===== config.mk =====
export PLATFORM = sky130hd
export DESIGN_NAME = acs_scheduler
export DESIGN_NICKNAME = d
export VERILOG_FILES = /design/src/rtl/acs_pkg.sv /design/src/rtl/acs_scheduler_branch_metric.sv /design/src/rtl/acs_scheduler.sv
export SDC_FILE = /design/constraint.sdc
export NUM_CORES = 1
export LEC_CHECK = 0
export BUFFER_PORTS_ARGS = -buffer_cell sky130_fd_sc_hd__buf_2
export CAP_MARGIN = 0
export CORE_ASPECT_RATIO = 1.1
export CORE_MARGIN = 2
export CORE_UTILIZATION = 50
export CTS_CLUSTER_SIZE = 28
export DETAILED_ROUTE_END_ITERATION = 10
export GPL_TIMING_DRIVEN = 1
export HOLD_SLACK_MARGIN = 0.15
export PLACE_DENSITY = 0.75
export SLEW_MARGIN = 30
export SYNTH_ARGS = -nofsm -noshare
export SYNTH_HDL_FRONTEND = slang
export SYNTH_SLANG_ARGS = --single-unit

===== constraint.sdc =====
create_clock -name clk -period 2.55 [get_ports clk]
set_clock_uncertainty 0.05 [all_clocks]
set_input_delay 0.1275 -clock clk [delete_from_list [all_inputs] [get_ports clk]]
set_output_delay 0.1275 -clock clk [all_outputs]
set_load 0.02 [all_outputs]

===== src/rtl/acs_pkg.sv =====
// acs_pkg: shared constants, FSM encoding and trellis helpers for the
// K=3, rate-1/2 (7/5 octal) add-compare-select sequencer.
//   NUM_ST   - trellis states
//   PM_W     - path-metric width
//   NSLOT    - adder slots per trellis step (two candidates per state)
//   PM_RESET - packed reset metrics, state j at [PM_W*j +: PM_W]
//   pred     - predecessor x of next state j
//   exp_bits - expected {c1,c0} on edge p -> j
package acs_pkg;

  localparam int NUM_ST = 4;
  localparam int PM_W   = 6;
  localparam int NSLOT  = 8;

  typedef enum logic [1:0] {
    IDLE,
    ADD,
    OUT
  } acs_state_t;

  // State 0 starts as the known origin; all others are equally unlikely.
  localparam logic [NUM_ST*PM_W-1:0] PM_RESET = {6'd16, 6'd16, 6'd16, 6'd0};

  // State s = {s1,s0}, s1 being the most recent input bit.
  // Next state j = {u,s1}, so the predecessors of j are {j[0], x}.
  function automatic logic [1:0] pred(input logic [1:0] j, input logic x);
    return {j[0], x};
  endfunction

  // Generators 7 (c0 = u^s1^s0) and 5 (c1 = u^s0), with u = j[1].
  function automatic logic [1:0] exp_bits(input logic [1:0] p, input logic [1:0] j);
    logic c0;
    logic c1;
    c0 = j[1] ^ p[1] ^ p[0];
    c1 = j[1] ^ p[0];
    return {c1, c0};
  endfunction

endpackage


===== src/rtl/acs_scheduler_branch_metric.sv =====
// branch_metric_calc: combinational hard-decision branch metric.
//   in_sym - received code bits {c1,c0}
//   p      - predecessor state of the edge
//   j      - next state of the edge
//   bm     - Hamming distance (0..2), zero-extended to PM_W bits
module branch_metric_calc
  import acs_pkg::*;
(
  input  logic [1:0]      in_sym,
  input  logic [1:0]      p,
  input  logic [1:0]      j,
  output logic [PM_W-1:0] bm
);

  logic [1:0] w_exp;
  logic [1:0] w_diff;

  always_comb begin
    w_exp  = exp_bits(p, j);
    w_diff = in_sym ^ w_exp;
    // Two-bit popcount: carry = both differ, sum = exactly one differs.
    bm     = {{(PM_W-2){1'b0}}, w_diff[1] & w_diff[0], w_diff[1] ^ w_diff[0]};
  end

endmodule


===== src/rtl/acs_scheduler.sv =====
// acs_scheduler: sequences one Viterbi path-metric update per received
// symbol through a single shared external 6-bit adder.
//   clk, rst_n          - rising-edge clock, async active-low reset
//   in_valid/in_ready   - symbol handshake, in_sym = {c1,c0}
//   load_en/load_pm     - preload path metrics (IDLE only)
//   add_en/add_a/add_b  - shared adder request and operands (0 when idle)
//   add_s               - adder sum, combinational in the same cycle
//   out_valid/out_ready - result handshake
//   pm_out              - committed metrics, state j at [6j+5:6j]
//   surv                - survivor bit per state (1 = predecessor 1)
module acs_scheduler
  import acs_pkg::*;
(
  input  logic                   clk,
  input  logic                   rst_n,
  input  logic                   in_valid,
  output logic                   in_ready,
  input  logic [1:0]             in_sym,
  input  logic                   load_en,
  input  logic [NUM_ST*PM_W-1:0] load_pm,
  output logic                   add_en,
  output logic [PM_W-1:0]        add_a,
  output logic [PM_W-1:0]        add_b,
  input  logic [PM_W-1:0]        add_s,
  output logic                   out_valid,
  input  logic                   out_ready,
  output logic [NUM_ST*PM_W-1:0] pm_out,
  output logic [NUM_ST-1:0]      surv
);

  acs_state_t r_state;
  acs_state_t w_state_nxt;

  logic [2:0]                     r_slot;
  logic [1:0]                     r_sym;
  logic [NUM_ST*PM_W-1:0]         r_pm;
  logic [NUM_ST-1:0]              r_surv;
  logic [PM_W-1:0]                r_cand0;
  // Staging for states 0..2; state 3 resolves in slot 7 and commits directly.
  logic [(NUM_ST-1)*PM_W-1:0]     r_new_pm;
  logic [NUM_ST-2:0]              r_new_surv;

  logic [1:0]                     w_j;
  logic [1:0]                     w_p;
  logic [PM_W-1:0]                w_bm;
  logic                           w_take1;
  logic [PM_W-1:0]                w_sel;
  logic                           w_accept;
  logic                           w_commit;
  logic                           w_all_hi;
  logic [NUM_ST*PM_W-1:0]         w_pm_final;
  logic [NUM_ST-1:0]              w_surv_final;

  // Slot k handles next state k>>1 via predecessor k[0].
  assign w_j = r_slot[2:1];
  assign w_p = pred(w_j, r_slot[0]);

  branch_metric_calc u_bm (
    .in_sym (r_sym),
    .p      (w_p),
    .j      (w_j),
    .bm     (w_bm)
  );

  // Strict less-than so ties keep predecessor 0.
  assign w_take1  = (add_s < r_cand0);
  assign w_sel    = w_take1 ? add_s : r_cand0;
  assign w_accept = (r_state == IDLE) && in_valid && !load_en;
  assign w_commit = (r_state == ADD) && (r_slot == 3'd7);

  always_comb begin
    w_pm_final   = {w_sel, r_new_pm};
    w_surv_final = {w_take1, r_new_surv};
    w_all_hi     = 1'b1;
    for (int unsigned i = 0; i < NUM_ST; i++) begin
      w_all_hi = w_all_hi & w_pm_final[PM_W*i + PM_W-1];
    end
    // Subtracting 32 from every metric preserves their ordering and keeps
    // every later sum (metric + at most 2) inside 6 bits.
    if (w_all_hi) begin
      for (int unsigned i = 0; i < NUM_ST; i++) begin
        w_pm_final[PM_W*i + PM_W-1] = 1'b0;
      end
    end
  end

  always_ff @(posedge clk or negedge rst_n) begin
    if (!rst_n) begin
      r_state <= IDLE;
    end else begin
      r_state <= w_state_nxt;
    end
  end

  always_comb begin
    w_state_nxt = r_state;
    in_ready    = 1'b0;
    add_en      = 1'b0;
    out_valid   = 1'b0;
    case (r_state)
      IDLE: begin
        in_ready = !load_en;
        if (w_accept) begin
          w_state_nxt = ADD;
        end
      end
      ADD: begin
        add_en = 1'b1;
        if (r_slot == 3'd7) begin
          w_state_nxt = OUT;
        end
      end
      OUT: begin
        out_valid = 1'b1;
        if (out_ready) begin
          w_state_nxt = IDLE;
        end
      end
      default: w_state_nxt = IDLE;
    endcase
  end

  assign add_a = add_en ? r_pm[PM_W*w_p +: PM_W] : '0;
  assign add_b = add_en ? w_bm : '0;

  always_ff @(posedge clk or negedge rst_n) begin
    if (!rst_n) begin
      r_slot     <= '0;
      r_sym      <= '0;
      r_pm       <= PM_RESET;
      r_surv     <= '0;
      r_cand0    <= '0;
      r_new_pm   <= '0;
      r_new_surv <= '0;
    end else begin
      case (r_state)
        IDLE: begin
          if (load_en) begin
            r_pm <= load_pm;
          end else if (in_valid) begin
            r_sym  <= in_sym;
            r_slot <= '0;
          end
        end
        ADD: begin
          r_slot <= r_slot + 3'd1;
          if (!r_slot[0]) begin
            r_cand0 <= add_s;
          end else if (!w_commit) begin
            r_new_pm[PM_W*w_j +: PM_W] <= w_sel;
            r_new_surv[w_j]            <= w_take1;
          end
          if (w_commit) begin
            r_pm   <= w_pm_final;
            r_surv <= w_surv_final;
          end
        end
        default: ;
      endcase
    end
  end

  assign pm_out = r_pm;
  assign surv   = r_surv;

endmodule


======== Word-level counts from Yosys, hierarchy flattened ========
Index checks and enable logic that the tools add are counted.
storage, ports and cells
  register bits ........................... 62
  word-level logic and storage cells ...... 78
  output and inout bits ................... 43
  bits of input ports ..................... 37
operators by class
  add/sub/neg operators ................... 2
  muxes and demuxes ....................... 24
  multipliers ............................. 2
  $lt $le $gt $ge ......................... 3
  reductions and logical operators ........ 14
  equal/unequal tests ..................... 10
  shift operators ......................... 3
  bitwise logic cells ..................... 12
operators by type and width
  cell                                                                      number
  24-bit two-way mux                                                        2
  24-bit case mux with 2 select lines                                       1
  5-bit negation with 34-bit output                                         1
  6-bit by 34-bit variable shift with 18-bit output (first input constant)  1
  6-bit by 34-bit indexed part select with 18-bit output                    1
  24-bit by 6-bit indexed part select with 6-bit output                     1
  18-bit bitwise mux                                                        1
  3-bit AND reduction                                                       5
  6-bit two-way mux                                                         2
  2-bit inequality test (second input constant)                             6
  2-bit by 2-bit multiplier with 4-bit output (first input constant)        2
  1-bit two-way mux                                                         8
  2-bit two-way mux                                                         4
  6-bit less-than comparator                                                1
  3-bit two-way mux                                                         2
  2-bit case mux with 3 select lines                                        1
  3-bit case mux with 2 select lines                                        1
  1-bit bitwise AND                                                         4
  1-bit logical AND                                                         4
  2-bit AND reduction                                                       2
  1-bit bitwise XOR                                                         4
  3-bit by 1-bit adder with 3-bit output (second input constant)            1
  3-bit bitwise mux                                                         1
  3-bit == test (second input constant)                                     1
  11 further kinds                                                          13

======== Longest topological paths before layout ========
Gate-level depths: netlist of the first run.
  depth after elaboration ................. 6
  depth in mapped cells ................... 8
  mapped depth without buffers ............ 7

======== Hierarchy ========
From an unflattened synthesis of the first run, not the netlist that was laid out.
second synthesis, totals
  cell total of the unflattened synthesis .. 332
  area, all modules ....................... 3316.9 µm²
modules (own cells, without submodules)
  module              sequential area each (µm²)  area an instance (µm²)  cells an instance  instances
  acs_scheduler       1555.2                      3228.1                  322                1
  branch_metric_calc  0.0                         88.8                    10                 1

======== Least setup slack after synthesis of the first run ========
No wires, ideal clock.
  path type ............................... flip-flop to flip-flop
  from .................................... register r_cand0[5]
  to ...................................... register r_new_pm[6]
  cell stages (with the launch flop) ...... 8
  setup slack ............................. 323 ps
  arrival time ............................ 2073 ps
  path buffers ............................ 0
  period minus slack after synthesis ...... 2227 ps
  data required time ...................... 2397 ps
  library setup time ...................... 103 ps
  path through ............................ dfrtp_1 > inv_1 > ha_1 > nand2_1 > nor2_2 > a21o_1 > mux4_2 > o41ai_2
on the way
  word-level cells in the longest chain between the ends .. 4
RTL lines
  item                                                      line                  RTL
  start, declared                                           acs_scheduler.sv:38   logic [PM_W-1:0] r_cand0;
  start signal, assigned                                    acs_scheduler.sv:148  r_cand0 <= add_s;
  6-bit less-than comparator                                acs_scheduler.sv:66   assign w_take1 = (add_s < r_cand0);
  6-bit two-way mux *                                       acs_scheduler.sv:67   assign w_sel = w_take1 ? add_s : r_cand0;
  6-bit by 34-bit indexed part select with 18-bit output *  acs_scheduler.sv:150  r_new_pm[PM_W*w_j +: PM_W] <= w_sel;
  18-bit bitwise mux *                                      acs_scheduler.sv:150
  end signal, assigned by index                             acs_scheduler.sv:150
  end, declared                                             acs_scheduler.sv:40   logic [(NUM_ST-1)*PM_W-1:0] r_new_pm;
Mark *: on every way between the ends. The rest lies on a longest branch, timed or not.
A chain may end at the register's enable or synchronous reset.

======== Worst setup path in the final report of the first run ========
Same ends and word-level chain as after synthesis.

==> results.toml, run 1 <==
[sta]
fmax_mhz = 419
min_period_ns = 2.38
slew_violations = 0
setup_viol = 0
period_share = 0.935
hold_slack_ns = 0.280
worst_pin_slew_ns = 0.679
slew_headroom = 0.548
hold_violations = 0

[cts]
root_buffer = "clkbuf_8"
postCtsSetupBuffers = 0
clock_latency_ns = 0.34
cts_tree = "built"
htree_levels = 3
numCtsBuffers = 9
clock_sinks = 62
clock_path_buffers = 2
path_clk_slew_ns = 0.07

[floorplan]
rows = 31
num_io_pins = 80
start_util = 0.517
core_area_mm2 = 0.00656
dieArea_mm2 = 0.00745
die_h_um = 90.3
die_w_um = 82.5

[synthesis]
yosys_register_bits = 62
synth_edf_count = 0
ys.flop_type = "dfrtp_1"
syn_area_mm2 = 0.00339
synthTopCellsByCount = "dfrtp_1 (59), nand2_1 (57), o21ai_0 (40)"
netlist_top_cells_area = "dfrtp_1 (44%), mux4_2 (6.7%), nand2_1 (6.3%)"
yosysWarnings = 0
syn_avg_cell_area_um2 = 10.2
yosysTopAreaCell = "dfrtp_1"
syn_inst = 332
synth_cell_type_count = 46
synth.top_cell.area_share = 0.436
synth_most_common_cell = "dfrtp_1"
synthArstFlopShare = 1.00
seq_area_frac_synth = 0.459

[placed_design]
portBuffers = 75
dp_hpwl_mm = 6.13
post_dp_cell_area_mm2 = 0.00389
routabilityCongestion = 0.860

[final_layout]
multiInputGateArea_mm2 = 0.00169
final_util = 0.686
nFillCells = 481
nets = 504
fin_area_mm2 = 0.00450
diodes = 0
syn_to_final_growth_pct = 32.8
layout-drive-gt1-share = 0.279
seq_area_mm2 = 0.00156

[grt]
overflow = 0
grt_max_degree = 35
grt_usage = 0.251
grt_pass1_vias = 2832
antenna_found_initial = 0
grt_pass1_wl_mm = 14.1

[status]
outcome = "finished clean"

[critical_path]
rr_worst_depth = 7
crit_type = "flop to flop"
arrival_ns = 2.58
startpoint_type = "flop"
end_kind = "flop"
cp.required_ns = 2.75
crit_path_max_fanout = 7

[detailed_routing]
first_iter_violations = 238
wire_per_inst_um = 16.1
drc = 0
num_vias = 2965
wirelength_mm = 8.68
final_antenna_net_count = 0
first_pass_iters = 4
via_per_inst = 5.49

[power]
leakage_uw = 0.00223
powerDensity_mw_per_mm2 = 1330
ir_drop_v = 0.000680

[min_path]
hold_path_class = "input pin to flop"
holdPathStages = 4

[job]
drv_cap = 0
## cells in the final DEF (no fill, tap or decap), types with 5 or more instances in the layout
cell type and n:
a21oi_1 6, mux4_2 10, ha_1 14, dlygate4sd3_1 38
inv_1 16, nand2_1 57, a22o_1 10, nor2_1 11
a211oi_1 5, buf_4 12, and2_1 8, o21ai_0 40
clkbuf_8 10, buf_2 75, dfrtp_1 59, mux2_2 5
mux2i_1 17
## where the power goes
| part | internal [uW] | switching [uW] | total (uW) | leakage [uW] |
|---|---|---|---|---|
| logic | 1380 | 1850 | 3230 | 0.00133 |
| clock network | 575 | 379 | 953 | 0.000110 |
| registers | 1440 | 360 | 1800 | 0.000789 |
## metrics by stage
stage          worst slack, ns  power (uW)  cells  setup TNS, ns
2_1_floorplan            0.323        3980    335              0
3_3_place_gp             0.271        4830    486              0
3_5_place_dp             0.162        4950    486              0
4_1_cts                  0.104        5970    540              0
5_1_grt                -0.0194        6440    540        -0.0194
6_report                 0.166        5980    540              0
## area by class of cell
| cell class | count | area share |
|---|---|---|
| multi-input combinational | 237 | 0.377 |
| inverter | 17 | 0.0142 |
| clock inverter | 4 | 0.0156 |
| sequential | 62 | 0.346 |
| timing repair buffer | 126 | 0.193 |
| tap | 82 | 0.0228 |
| clock buffer | 12 | 0.0323 |
## repair_timing
| item | 4_1_cts | 5_1_grt |
|---|---|---|
| gates resized for setup | 0 | 3 |
| endpoints found under the hold margin | 61 | 0 |
| endpoints found under the setup margin | 0 | 8 |
| hold buffers | 38 | 0 |
## sequential cells by signal, indices dropped and copies added (netlist names)
name	cells
pm_out	24
r_new_pm	18
r_cand0	6
surv	4
r_new_surv	3
r_slot	3
r_state	2
r_sym	2
## critical path, stage by stage (launching register included)
cell	delay, ns
dfrtp_1	0.40
inv_1	0.09
ha_1	0.36
nand2_1	0.14
o21ai_2	0.29
a21o_1	0.16
mux4_2	0.53
o41ai_2	0.27
## kinds of logic (layout without fill, tap and decap cells)
family | Yosys count | after routing | share of synthesized area
multiplexers | 32 | 32 | 0.133
AO/OA/AOI/OAI | 89 | 89 | 0.173
flip-flops | 62 | 62 | 0.459
adder cells (fa/ha/maj) | 14 | 14 | 0.0517
XOR/XNOR | 4 | 4 | 0.0103
buffers and inverters | 36 | 159 | 0.0473
other | 1 | 4 | 0.00111
AND/OR/NAND/NOR | 94 | 94 | 0.123
## worst paths after layout
| path | start | endpoint | slack [ns] |
|---|---|---|---|
| max | r_cand0[5]$_DFFE_PN0P_ | r_new_pm[6]$_DFFE_PN0P_ | 0.17 |
| min | load_en | r_slot[2]$_DFFE_PN0P_ | 0.28 |
| max reg2reg | r_cand0[5]$_DFFE_PN0P_ | r_new_pm[6]$_DFFE_PN0P_ | 0.17 |
| min reg2reg | r_new_surv[1]$_DFFE_PN0P_ | r_new_surv[1]$_DFFE_PN0P_ | 0.43 |
| max in group asynchronous | rst_n | pm_out[22]$_DFFE_PN1P_ | 1.47 |
| min in group asynchronous | rst_n | pm_out[15]$_DFFE_PN0P_ | 0.30 |
## metal layers
metal  GRT usage  part of all wire  vias to the layer above  wire, um
met3      0.0570             0.051                        9       447
li1            -                 -                     1423         -
met5           0                 0                        -         0
met1       0.344              0.45                     1443      3890
met4      0.0750             0.011                        0        99
met2       0.393              0.49                       90      4250
No activity file was read; power rests on OpenSTA's default activity.
==> run 2, diff against run 1 <==
BUFFER_PORTS_ARGS = -buffer_cell sky130_fd_sc_hd__buf_4   (was -buffer_cell sky130_fd_sc_hd__buf_2)
HOLD_SLACK_MARGIN = unset   (was 0.15)
==> run 2 against run 1 <==
Die area did not move. Global-route usage fell by 1.0 points. Hold slack got worse by 0.27 ns. Critical path depth did not move. Via count fell by 4.1%. Wire length fell by 4.1%. Worst setup slack got worse by 0.061 ns. Clock power fell by 0.7%. Critical path type unchanged.
==> results.toml, run 2 (same netlist as run 1, synthesis figures left out) <==
[cts]
clock_latency_ns = 0.33
numCtsBuffers = 9
postCtsSetupBuffers = 0
path_clk_slew_ns = 0.07
clock_path_buffers = 2
ctsResizeCount = 0
clock_sinks = 62
cts_tree = "built"
htree_levels = 3
root_buffer = "clkbuf_8"

[grt]
grt_pass1_vias = 2766
grt_usage = 0.240
overflow = 0
grt_max_degree = 63
antenna_found_initial = 0
grt_pass1_wl_mm = 13.5

[power]
power_uw = 6090
leakage_uw = 0.00214
powerDensity_mw_per_mm2 = 1400
ir_drop_v = 0.000606

[detailed_routing]
first_iter_violations = 230
num_vias = 2844
first_pass_iters = 4
via_per_inst = 5.59
final_antenna_net_count = 0
drc = 0
wire_per_inst_um = 16.4
wirelength_mm = 8.33

[final_layout]
final_common_cell = "buf_4"
layout-drive-gt1-share = 0.293
largest_register_ffs = 24
fin_cells = 509
final_cell_mix = "buf_4 (87), dfrtp_1 (59), nand2_1 (57), o21ai_0 (40), mux2i_1 (17)"
diodes = 0
syn_to_final_growth_pct = 28.5
nets = 473

[status]
outcome = "finished clean"

[sta]
worst_pin_slew_ns = 0.768
slew_violations = 0
rsz0062_at_grt = "true"
fmax_mhz = 409
hold_violations = 0
slew_headroom = 0.488
period_share = 0.959
setup_tns_ns = 0
min_period_ns = 2.44
setup_viol = 0

[floorplan]
num_io_pins = 80
start_util = 0.517
dieArea_mm2 = 0.00745
core_area_mm2 = 0.00656
die_w_um = 82.5
die_h_um = 90.3
rows = 31

[placed_design]
dp.cells = 485
portBuffers = 75
dp_hpwl_mm = 6.12
routabilityCongestion = 0.911

[job]
drv_cap = 0

[critical_path]
slowest_delay_ns = 0.52
path_cells = "inv_1, ha_1, a21oi_1, o21ai_2, a21oi_1, mux4_2, a22o_1"
end_kind = "flop"
arrival_ns = 2.62
crit_type = "flop to flop"
startpoint_type = "flop"
slowest_stage = "mux4_2"
cp.required_ns = 2.72
crit_top_cell = "a21oi_1"
crit_path_max_fanout = 7

[min_path]
hold_path_class = "input pin to flop"
## run 2: metal layers
layer	part of all wire	GRT usage
met1	0.43	0.333
met4	0.023	0.119
met5	0	0
met2	0.48	0.366
met3	0.063	0.0330
## run 2: what timing repair did
item	4_1_cts	5_1_grt
hold buffers	8	0
endpoints found under the hold margin	66	0
setup endpoints to repair	0	1
## run 2: per-stage QoR
stage          area [um^2]   util  hold slack (ns)  setup WS [ns]
6_report              4350  0.664          0.00587          0.105
5_1_grt               4350  0.664           0.0172        -0.0105
4_1_cts               4350  0.664         0.000737          0.104
3_5_place_dp          4060  0.619            0.204          0.144
3_3_place_gp          4060  0.619            0.203          0.277
2_1_floorplan         3400      -           -0.218          0.323
## run 2: where the power goes
group | switching [uW] | internal (uW)
Sequential | 379 | 1440
Combinational | 1820 | 1500
Clock | 372 | 575
## run 2: final cells by class
type	instances	area (um^2)
clock buffer	12	145
clock inverter	4	70.1
inverter	17	63.8
timing repair buffer	95	733
multi-input combinational	237	1680
sequential	62	1560
tap	82	103
fill	508	2200
## run 2: final timing paths
check                                          startpoint  slack, ns                        end  depth (start not counted)
worst max register to register     r_cand0[5]$_DFFE_PN0P_       0.11   r_new_pm[15]$_DFFE_PN0P_                          7
worst min register to register  r_new_surv[1]$_DFFE_PN0P_       0.45  r_new_surv[1]$_DFFE_PN0P_                          2
max in group asynchronous                           rst_n       1.59   r_new_pm[13]$_DFFE_PN0P_                          2
worst min-delay path                             add_s[4]      0.006     r_cand0[4]$_DFFE_PN0P_                          3
min in group asynchronous                           rst_n       0.36      pm_out[9]$_DFFE_PN0P_                          2
worst max-delay path               r_cand0[5]$_DFFE_PN0P_       0.11   r_new_pm[15]$_DFFE_PN0P_                          7
## run 2: worst max-delay path, delay by kind of cell, from the launching register on
kind | cells | cell delay [ns]
compound gates | 4 | 0.93
mux | 1 | 0.52
flops | 1 | 0.41
fa+ha+maj | 1 | 0.33
buf+inv | 1 | 0.10
